==> src/rtl/uart_pkg.sv <==
// Shared definitions for the UART transmit path: state encoding, parity modes
// and elaboration-time timing helpers.
package uart_pkg;

  typedef enum logic [2:0] {
    ST_IDLE   = 3'd0,
    ST_START  = 3'd1,
    ST_DATA   = 3'd2,
    ST_PARITY = 3'd3,
    ST_STOP   = 3'd4
  } uart_state_t;

  localparam int PARITY_NONE = 0;
  localparam int PARITY_EVEN = 1;
  localparam int PARITY_ODD  = 2;

  // Clock cycles per line bit; integer divide, caller guarantees result >= 2.
  function automatic int cycles_per_bit(input int clk_hz, input int baud);
    return clk_hz / baud;
  endfunction

  // Line bits per character: start + 8 data + optional parity + stop bits.
  function automatic int char_bits(input int parity_mode, input int stop_bits);
    return 1 + 8 + ((parity_mode != PARITY_NONE) ? 1 : 0) + stop_bits;
  endfunction

endpackage

==> src/rtl/uart_tx_frame_if.sv <==
// Start handshake, frame data and status/debug signals of the frame transmitter.
import uart_pkg::*;

// Handshake: a word is accepted on a rising clk edge where start=1 and ready=1;
// data_in is sampled only on that edge and ignored at all other times.
interface uart_tx_frame_if #(parameter int NUM_BYTES = 8);
  logic [8*NUM_BYTES-1:0] data_in;
  logic                   start;
  logic                   ready;
  logic                   busy;
  logic                   byte_done;
  logic                   frame_done;
  uart_state_t            state;

  modport master (
    output data_in, start,
    input  ready, busy, byte_done, frame_done, state
  );

  modport slave (
    input  data_in, start,
    output ready, busy, byte_done, frame_done, state
  );
endinterface

==> src/rtl/uart_bit_timer.sv <==
// Free-running bit period counter: bit_end marks the last cycle of each CPB-cycle bit.
// Held at zero while clear is high so the first bit after clear is full length.
module uart_bit_timer #(
  parameter int CPB = 434
) (
  input  logic clk,
  input  logic reset,
  input  logic clear,
  output logic bit_end
);
  localparam int CW = (CPB > 2) ? $clog2(CPB) : 1;
  localparam logic [CW-1:0] LAST = CW'(CPB - 1);

  logic [CW-1:0] cnt;

  assign bit_end = (cnt == LAST) && !clear;

  always_ff @(posedge clk) begin
    if (!reset || clear || bit_end) cnt <= '0;
    else                            cnt <= cnt + 1'b1;
  end
endmodule

==> src/rtl/uart_tx_frame.sv <==
// Multi-byte UART transmitter: latches a NUM_BYTES word on start and sends it as
// back-to-back characters with optional parity and one or two stop bits.
import uart_pkg::*;

module uart_tx_frame #(
  parameter int CLK_FREQ_HZ    = 50000000,
  parameter int BAUD_RATE      = 115200,
  parameter int NUM_BYTES      = 8,
  parameter int PARITY_MODE    = 0,
  parameter int STOP_BITS      = 1,
  parameter int MSB_BYTE_FIRST = 1
) (
  input  logic            clk,
  input  logic            reset,
  uart_tx_frame_if.slave  bus,
  output logic            tx
);
  localparam int CPB = cycles_per_bit(CLK_FREQ_HZ, BAUD_RATE);
  localparam int BW  = (NUM_BYTES > 1) ? $clog2(NUM_BYTES) : 1;
  localparam logic [BW-1:0] LAST_BYTE = BW'(NUM_BYTES - 1);
  localparam logic [2:0]    STOP_LAST = 3'(STOP_BITS - 1);

  uart_state_t            state, state_n;
  logic [2:0]             bit_idx, bit_idx_n;
  logic [BW-1:0]          byte_idx, byte_idx_n;
  logic [8*NUM_BYTES-1:0] shift_buf, shift_buf_n;
  logic                   tx_n, byte_done_q, byte_done_n, frame_done_q, frame_done_n;
  logic [7:0]             cur_byte;
  logic                   par_bit, bit_end, idle;

  uart_bit_timer #(.CPB(CPB)) u_timer (
    .clk     (clk),
    .reset   (reset),
    .clear   (idle),
    .bit_end (bit_end)
  );

  assign idle           = (state == ST_IDLE);
  assign bus.ready      = idle;
  assign bus.busy       = !idle;
  assign bus.byte_done  = byte_done_q;
  assign bus.frame_done = frame_done_q;
  assign bus.state      = state;

  // Character selection always reads the latched buffer, never live data_in.
  always_comb begin
    cur_byte = '0;
    for (int k = 0; k < NUM_BYTES; k++) begin
      if (byte_idx == BW'(k)) begin
        cur_byte = (MSB_BYTE_FIRST != 0) ? shift_buf[8*(NUM_BYTES-1-k) +: 8]
                                         : shift_buf[8*k +: 8];
      end
    end
  end

  assign par_bit = (^cur_byte) ^ (PARITY_MODE == PARITY_ODD);

  always_comb begin
    state_n      = state;
    bit_idx_n    = bit_idx;
    byte_idx_n   = byte_idx;
    shift_buf_n  = shift_buf;
    byte_done_n  = 1'b0;
    frame_done_n = 1'b0;
    case (state)
      ST_IDLE: begin
        if (bus.start) begin
          shift_buf_n = bus.data_in;
          byte_idx_n  = '0;
          bit_idx_n   = '0;
          state_n     = ST_START;
        end
      end
      ST_START: begin
        if (bit_end) begin
          bit_idx_n = '0;
          state_n   = ST_DATA;
        end
      end
      ST_DATA: begin
        if (bit_end) begin
          if (bit_idx == 3'd7) begin
            bit_idx_n = '0;
            state_n   = (PARITY_MODE != PARITY_NONE) ? ST_PARITY : ST_STOP;
          end else begin
            bit_idx_n = bit_idx + 3'd1;
          end
        end
      end
      ST_PARITY: begin
        if (bit_end) begin
          bit_idx_n = '0;
          state_n   = ST_STOP;
        end
      end
      ST_STOP: begin
        if (bit_end) begin
          if (bit_idx == STOP_LAST) begin
            bit_idx_n   = '0;
            byte_done_n = 1'b1;
            if (byte_idx == LAST_BYTE) begin
              frame_done_n = 1'b1;
              state_n      = ST_IDLE;
            end else begin
              byte_idx_n = byte_idx + 1'b1;
              state_n    = ST_START;
            end
          end else begin
            bit_idx_n = bit_idx + 3'd1;
          end
        end
      end
      default: state_n = ST_IDLE;
    endcase
  end

  // tx is registered from the next-state line value so it changes on the same
  // edge as the state, giving one cycle from acceptance to the start bit.
  always_comb begin
    tx_n = 1'b1;
    case (state_n)
      ST_START:  tx_n = 1'b0;
      ST_DATA:   tx_n = cur_byte[bit_idx_n];
      ST_PARITY: tx_n = par_bit;
      default:   tx_n = 1'b1;
    endcase
  end

  always_ff @(posedge clk) begin
    if (!reset) begin
      state        <= ST_IDLE;
      bit_idx      <= '0;
      byte_idx     <= '0;
      shift_buf    <= '0;
      tx           <= 1'b1;
      byte_done_q  <= 1'b0;
      frame_done_q <= 1'b0;
    end else begin
      state        <= state_n;
      bit_idx      <= bit_idx_n;
      byte_idx     <= byte_idx_n;
      shift_buf    <= shift_buf_n;
      tx           <= tx_n;
      byte_done_q  <= byte_done_n;
      frame_done_q <= frame_done_n;
    end
  end
endmodule

==> src/flat_wrapper.sv <==
// flat-port wrapper written by rule: the top's interface ports become plain ports
module uart_tx_frame_flat 
#(
  parameter int CLK_FREQ_HZ    = 50000000,
  parameter int BAUD_RATE      = 115200,
  parameter int NUM_BYTES      = 8,
  parameter int PARITY_MODE    = 0,
  parameter int STOP_BITS      = 1,
  parameter int MSB_BYTE_FIRST = 1
)
  (clk, reset, tx, bus_data_in, bus_start, bus_ready, bus_busy, bus_byte_done, bus_frame_done, bus_state);
  uart_tx_frame_if #(.NUM_BYTES(NUM_BYTES)) bus_i ();
  input  logic clk;
  input  logic reset;
  output logic tx;
  input wire logic [$bits(bus_i.data_in)-1:0] bus_data_in;
  input wire logic [$bits(bus_i.start)-1:0] bus_start;
  output wire logic [$bits(bus_i.ready)-1:0] bus_ready;
  output wire logic [$bits(bus_i.busy)-1:0] bus_busy;
  output wire logic [$bits(bus_i.byte_done)-1:0] bus_byte_done;
  output wire logic [$bits(bus_i.frame_done)-1:0] bus_frame_done;
  output wire logic [$bits(bus_i.state)-1:0] bus_state;
  assign bus_i.data_in = bus_data_in;
  assign bus_i.start = bus_start;
  assign bus_ready = bus_i.ready;
  assign bus_busy = bus_i.busy;
  assign bus_byte_done = bus_i.byte_done;
  assign bus_frame_done = bus_i.frame_done;
  assign bus_state = bus_i.state;
  uart_tx_frame #(.CLK_FREQ_HZ(CLK_FREQ_HZ), .BAUD_RATE(BAUD_RATE), .NUM_BYTES(NUM_BYTES), .PARITY_MODE(PARITY_MODE), .STOP_BITS(STOP_BITS), .MSB_BYTE_FIRST(MSB_BYTE_FIRST)) u_core (.clk(clk), .reset(reset), .bus(bus_i), .tx(tx));
endmodule
==> config.mk <==
export PLATFORM = sky130hd
export DESIGN_NAME = uart_tx_frame_flat
export DESIGN_NICKNAME = d
export VERILOG_FILES = /design/src/rtl/uart_pkg.sv /design/src/rtl/uart_tx_frame_if.sv /design/src/rtl/uart_bit_timer.sv /design/src/rtl/uart_tx_frame.sv /design/src/flat_wrapper.sv
export SDC_FILE = /design/constraint.sdc
export NUM_CORES = 1
export LEC_CHECK = 0
export BUFFER_PORTS_ARGS = -buffer_cell sky130_fd_sc_hd__clkbuf_2
export CAP_MARGIN = 15
export CORE_ASPECT_RATIO = 0.6
export CORE_MARGIN = 1
export CORE_UTILIZATION = 25
export CTS_CLUSTER_DIAMETER = 100
export CTS_CLUSTER_SIZE = 8
export DETAILED_ROUTE_END_ITERATION = 7
export MAX_ROUTING_LAYER = met4
export PLACE_DENSITY_LB_ADDON = 0.08
export SLEW_MARGIN = 0
export SYNTH_ARGS = -nofsm -noshare
export SYNTH_HDL_FRONTEND = slang
export SYNTH_HIERARCHICAL = 1
export SYNTH_SLANG_ARGS = --single-unit
==> constraint.sdc <==
create_clock -name clk -period 2.96 [get_ports clk]
set_clock_uncertainty 0.1 [all_clocks]
set_input_delay 0.592 -clock clk [delete_from_list [all_inputs] [get_ports clk]]
set_output_delay 0.592 -clock clk [all_outputs]
set_load 0.02 [all_outputs]
Word level (Yosys, flattened, before mapping)
Index checks and enable logic that the tools add are counted.
{"block": "classes", "addsub": 3, "shift": 0, "n_bitwise": 0, "n_lt_le_gt_ge": 1, "multipliers": 0, "div": 0, "n_mux": 34, "n_reduce_logical": 15, "eq_ne": 20}
{"operator": "$mux 8", "count": 8}
{"operator": "$mux 3", "count": 17}
{"operator": "$eq 3x2->1 const B", "count": 6}
{"operator": "$eq 3x3->1 const B", "count": 6}
{"operator": "$pmux 3 s5", "count": 1}
{"operator": "$pmux 3 s4", "count": 1}
{"operator": "$add 9x1->9 const B", "count": 1}
{"operator": "$eq 3x1->1 const B", "count": 3}
{"operator": "$eq 9x9->1 const B", "count": 1}
{"operator": "$logic_not 3->1", "count": 3}
{"operator": "$reduce_xor 8->1", "count": 1}
{"operator": "$add 3x1->3 const B", "count": 2}
{"operator": "$ne 2x2->1 const B", "count": 3}
{"operator": "$pmux 3 s2", "count": 1}
{"operator": "$reduce_and 5->1", "count": 1}
{"operator": "$lt 3x4->1 const B", "count": 1}
{"operator": "$mux 1", "count": 4}
{"operator": "$reduce_and 4->1", "count": 1}
{"operator": "$bmux 1 s3", "count": 1}
{"operator": "$pmux 1 s3", "count": 1}
{"operator": "$reduce_and 3->1", "count": 1}
{"operator": "$logic_not 1->1", "count": 2}
{"operator": "$logic_or 1x1->1", "count": 2}
{"operator": "$ne 2x1->1 const B", "count": 1}
{"operator": "other kinds (4)", "count": 4}
{"block": "totals", "reg_bits": 85, "ramBits": 0, "rom_bits": 0, "word_cells": 81, "inputBits": 67, "mem_count": 0, "latch_bits": 0}

Longest topological paths before layout
{"block": "depth", "word_depth": 12, "depth_mapped": 13, "mapped_depth_nobuf": 12}

Cells and area by module
Netlist, hierarchy kept.
{"module": "uart_tx_frame", "area_per_inst_um2": 3980.1, "instances": 1, "seq_area_each_um2": 1521.5, "cells_per_inst": 512}
{"module": "uart_bit_timer", "area_per_inst_um2": 451.7, "instances": 1, "seq_area_each_um2": 180.2, "cells_per_inst": 49}

Worst setup path before layout
No wires, ideal clock.
{"block": "synth_timing", "path_type": "register -> register", "startpoint": "register u_core.state[1] (netlist: u_core/bus.state[1])", "endpoint": "register u_core.tx", "synth_period_minus_slack_ns": 3.030, "slack_ns": -0.070, "setup_ns": 0.125, "path_buffers": 0, "stages_incl_launch_ff": 13, "arrival_ns": 2.805, "path_cell_list": "dfxtp_1 -> or3_4 -> inv_2 -> nand4bb_1 -> nor3_1 -> inv_1 -> nor3_1 -> nor3_2 -> a21oi_4 -> mux2i_1 -> nand3b_1 -> a31oi_1 -> o31ai_2"}
{"block": "synth_via", "elab_chain_len": 8}
{"item": "start, declared", "line_no": "uart_tx_frame.sv:23", "source": "uart_state_t state, state_n;"}
{"item": "start signal, assigned", "line_no": "uart_tx_frame.sv:139", "source": "state <= state_n;"}
{"item": "$logic_not 3->1 (*)", "line_no": "uart_tx_frame.sv:38", "source": "assign idle = (state == ST_IDLE);"}
{"item": "$logic_not 1->1 (*)"}
{"item": "named net bus_busy", "line_no": "flat_wrapper.sv:19", "source": "output wire logic [$bits(bus_i.busy)-1:0] bus_busy;"}
{"item": "$logic_and 1x1->1 (*)", "line_no": "uart_bit_timer.sv:16", "source": "assign bit_end = (cnt == LAST) && !clear;"}
{"item": "named net u_core.bit_end", "line_no": "uart_tx_frame.sv:29", "source": "logic par_bit, bit_end, idle;"}
{"item": "$mux 3 (on tied branches)"}
{"item": "$pmux 3 s4", "line_no": "uart_tx_frame.sv:65", "source": "case (state)"}
{"item": "$bmux 1 s3", "line_no": "uart_tx_frame.sv:123", "source": "ST_DATA: tx_n = cur_byte[bit_idx_n];"}
{"item": "$mux 1 (implied by the code)", "line_no": "uart_tx_frame.sv:123"}
{"item": "$pmux 1 s3 (*)", "line_no": "uart_tx_frame.sv:121", "source": "case (state_n)"}
{"item": "end signal, assigned", "line_no": "uart_tx_frame.sv:143", "source": "tx <= tx_n;"}
{"item": "end, declared", "line_no": "uart_tx_frame.sv:16", "source": "output logic tx"}
The timed path passes the listed nets; every way through them passes the cells marked *. The select of a mux whose other input is x is not followed.
A chain may end at the register's enable or synchronous reset.

Worst setup path after layout
{"block": "layout_timing", "startpoint": "register u_core.byte_idx[0]", "endpoint": "register u_core.tx"}
{"block": "layout_via", "elab_chain_len": 12}
{"item": "start, declared", "line_no": "uart_tx_frame.sv:25", "source": "logic [BW-1:0] byte_idx, byte_idx_n;"}
{"item": "start signal, assigned", "line_no": "uart_tx_frame.sv:141", "source": "byte_idx <= byte_idx_n;"}
{"item": "$logic_not 3->1", "line_no": "uart_tx_frame.sv:49", "source": "if (byte_idx == BW'(k)) begin"}
{"item": "$mux 8 (8 in series)", "line_no": "uart_tx_frame.sv:49"}
{"item": "$bmux 1 s3", "line_no": "uart_tx_frame.sv:123"}
{"item": "$mux 1 (implied by the code)", "line_no": "uart_tx_frame.sv:123"}
{"item": "$pmux 1 s3 (*)", "line_no": "uart_tx_frame.sv:121"}
Every way passes the cells marked *; elsewhere a longest branch is shown, timed or not. The select of a mux whose other input is x is not followed.

==> metrics.md <==
| Metric | Value |
|---|---|
| Status | finished, final reports clean |
| Syn Inst Count | ~560 |
| Drt initial violations | around 260 |
| Hpwl dp | 9.93 mm |
| CTS Root Cell | clkbuf_16 |
| Largest net degree at the start of global routing | 65 |
| Clock buffer count from CTS | 9 |
| CTS Hold Bufs | 0 |
| Multi-input gate area | between 2000 and 3000 um2 |
| Setup_tns | 0 ns |
| Post-Synth XOR/XNOR Area | 1.98% |
| IO buf count | 74 |
| EDFF count, synth | 0 |
| Max Cap Viol | 0 |
| Largest family of logic cells by synthesized area | simple AND/OR/NAND/NOR gates |
| H-tree depth | 3 |
| Wirelength, routed | around 13 mm |
| Vias in the first global route | 3700 |
| Synth Area in Compound Gates | 23.3% |
| Layout Cells excl Fill | between 800 and 900 |
| Clock transition at path regs | 0.06 ns |
| Row count | 37 |
| Worst EP required | 3.11 ns |
| Fin. Hold Viols | 0 |
| VDD IR max | 0.000253 V |
| CP Max Fanout | 5 |
| Post-route cell area | 5370 um2 |
| WP data arrival | 2.88 ns |
| Final setup fails | 0 |
| Io pins | 75 |
| PD cells | 498 nW/um2 |
| CTS tree | built |
| HP Class | flip-flop to flip-flop |
| Period utilization | between 90% and 100% |
| Clk sink count | 85 |
| Remaining global-route overflow | 0 |
| Ys flop type | dfxtp_1 |
| Tot GR Track Use | 15.5% |
| Rel. slew slack | 51.9% |
| Post_cts resized | 0 |
| Area Growth Syn to Fin | 21.1% |
| Placed insts | 847 |
| Drt pass-1 iters | 4 |
| Post-synthesis mux area share | 1.84% |
| Post-Synth Simple-Gate Area | 26.0% |
| Post-route ant nets | 0 |
| Tightest Pin Transition | 0.721 ns |
| ANT cells | 0 |
| Mapped cell area | around 4400 um2 |
| Chip Height | 105 um |
| Post-layout util | 31.2% |
| CP endpoint kind | flip-flop |
| Sequential element share of the synthesized area | 38.4% |
| P_leak | 2.04 nW |
| Yosys cell types | 52 |
| Die area | 18300 um2 |
| DRC | 0 |
| Mean Syn Cell Area | 7.90 um2 |
| FFs w/ async S/R, synth | 0% |
| First-pass GRT wire length | between 20 and 25 mm |
| Drt wl/cell | 15.5 um |
| Share of post-route cells with drive strength above 1 | around a fifth |
| Maximum clock path buffer count | 2 |
| RSZ-0062 raised after global routing | false |
| Yosys reg bits | 85 |
| DP Area | 5050 um2 |
| Synth Warn # | 6 |
| Worst-Skew Late Latency | 0.34 ns |
| Slew Viols, Final | 0 |
| Vias | between 3000 and 4000 |
| Reg area | 1700 um2 |
| GPL Wtd Cong | 0.806 |
| Core Box Area | 17200 um2 |
| CP Class | flip-flop to flip-flop |
| Fillers | around 1900 |
| Nets | 702 |
| Post-synth net total | 639 |
| Post-CTS Setup Repair Bufs | 0 |
| Die W | 174 um |
| Vias/cell | 4.51 |
| Post-Synth Adder-Cell Area | roughly 3.1% |
| Max Fclk | around 370 MHz |
| Minimum clock period after layout | 2.73 ns |
| Initial Util | 25.7% |
| Startpoint Class | flip-flop |
| Antenna violations before repair | 0 |
[final timing paths]
path / startpoint / end / slack (ns) / cells past startpoint
min: u_core/shift_buf[57] / u_core/shift_buf[57] / 0.36 / 2
min reg2reg: u_core/shift_buf[57] / u_core/shift_buf[57] / 0.36 / 2
max reg2reg: u_core/byte_idx[0] / u_core/tx / 0.23 / 10
max: u_core/byte_idx[0] / u_core/tx / 0.23 / 10
[kinds of logic (layout without fill, tap and decap cells)]
logic type      count (synthesis)  in the layout
fa+ha+maj                      11             11
buf+inv                        53            121
compound gates                143            143
flops                          85             85
xor+xnor                       10             10
mux                             8              8
simple gates                  251            251
[power by group]
group / leakage, nW / total, mW / internal [mW] / switching (mW)
registers: 0.695 / 1.24 / 1.20 / 0.0418
clock network: 0.147 / 1.14 / 0.662 / 0.482
logic: 1.20 / 0.284 / 0.119 / 0.166
[cell usage after synthesis (4+ instances only)]
library cell	number	area share, %
nand3b_1	7	1.2
o21ai_0	16	1.8
buf_2	18	2.0
xnor2_1	6	1.2
nand2b_1	11	1.6
mux2i_1	7	1.6
xor2_1	4	0.79
a31oi_1	10	1.4
inv_1	16	1.4
nor3b_1	5	0.85
dfxtp_1	85	38
ha_1	11	3.1
nor2_1	21	1.8
a21oi_1	23	2.6
nand2_1	156	13
nand3_1	7	0.79
a221oi_1	5	0.99
and3_1	4	0.56
nor3_1	6	0.68
a21boi_0	64	11
and2_1	7	0.99
nor2b_1	14	2.0
clkbuf_1	16	1.4
[worst max-delay path, cell delays in order, from the launching register on]
cell and delay [ns]:
dfxtp_1 0.35, ha_1 0.23, ha_1 0.27, or2_2 0.34, a221oi_1 0.26, o22ai_1 0.20
a21oi_1 0.26, xor2_1 0.20, xnor2_1 0.16, xnor2_1 0.10, o31ai_2 0.17
[placed cells by master (no fill, tap or decap), types with 5 or more instances in the layout]
cell type,count
a21boi_0,64
a31oi_1,10
dfxtp_1,85
a21oi_1,23
nand3b_1,7
xnor2_1,6
inv_1,16
nand2_1,155
nor2b_1,14
buf_4,12
nand3_1,7
mux2i_1,7
nor2_1,21
a221oi_1,5
nor3b_1,5
clkbuf_16,9
ha_1,10
clkbuf_2,74
nand2b_1,11
and2_1,7
o21ai_0,16
[metrics by stage]
step / hold WS (ns) / setup slack (ns) / total power, mW
after floorplan: 0.338 / 0.0422 / 1.43
after global placement: 0.354 / 0.152 / 1.56
after detailed placement: 0.358 / 0.189 / 1.56
after CTS: 0.370 / 0.156 / 2.71
after global routing: 0.375 / 0.00809 / 2.80
final: 0.365 / 0.235 / 2.67
[state kept, by name, indices dropped and copies added, names as in the netlist]
| signal | flops |
|---|---|
| u_core/bus.frame_done | 1 |
| u_core/bus.byte_done | 1 |
| u_core/byte_idx | 3 |
| u_core/bus.state | 3 |
| u_core/u_timer/cnt | 9 |
| u_core/tx | 1 |
| u_core/bit_idx | 3 |
| u_core/shift_buf | 64 |
[area by class of cell]
| class | instances | area share, % |
|---|---|---|
| Multi-Input combinational cell | 423 | 46.9 |
| Inverter | 17 | 1.19 |
| Clock inverter | 6 | 1.31 |
| Timing Repair Buffer | 88 | 9.17 |
| Tap cell | 234 | 5.46 |
| Clock buffer | 10 | 4.27 |
| Sequential cell | 85 | 31.7 |
[metal layers]
metal	track usage, %	wire length (um)	vias to the layer above
met5	-	0	-
met4	3.38	95	0
met3	3.46	609	11
met2	16.9	4290	91
met1	26.2	8350	1761
li1	-	-	2033
No activity file was read; power rests on OpenSTA's default activity.
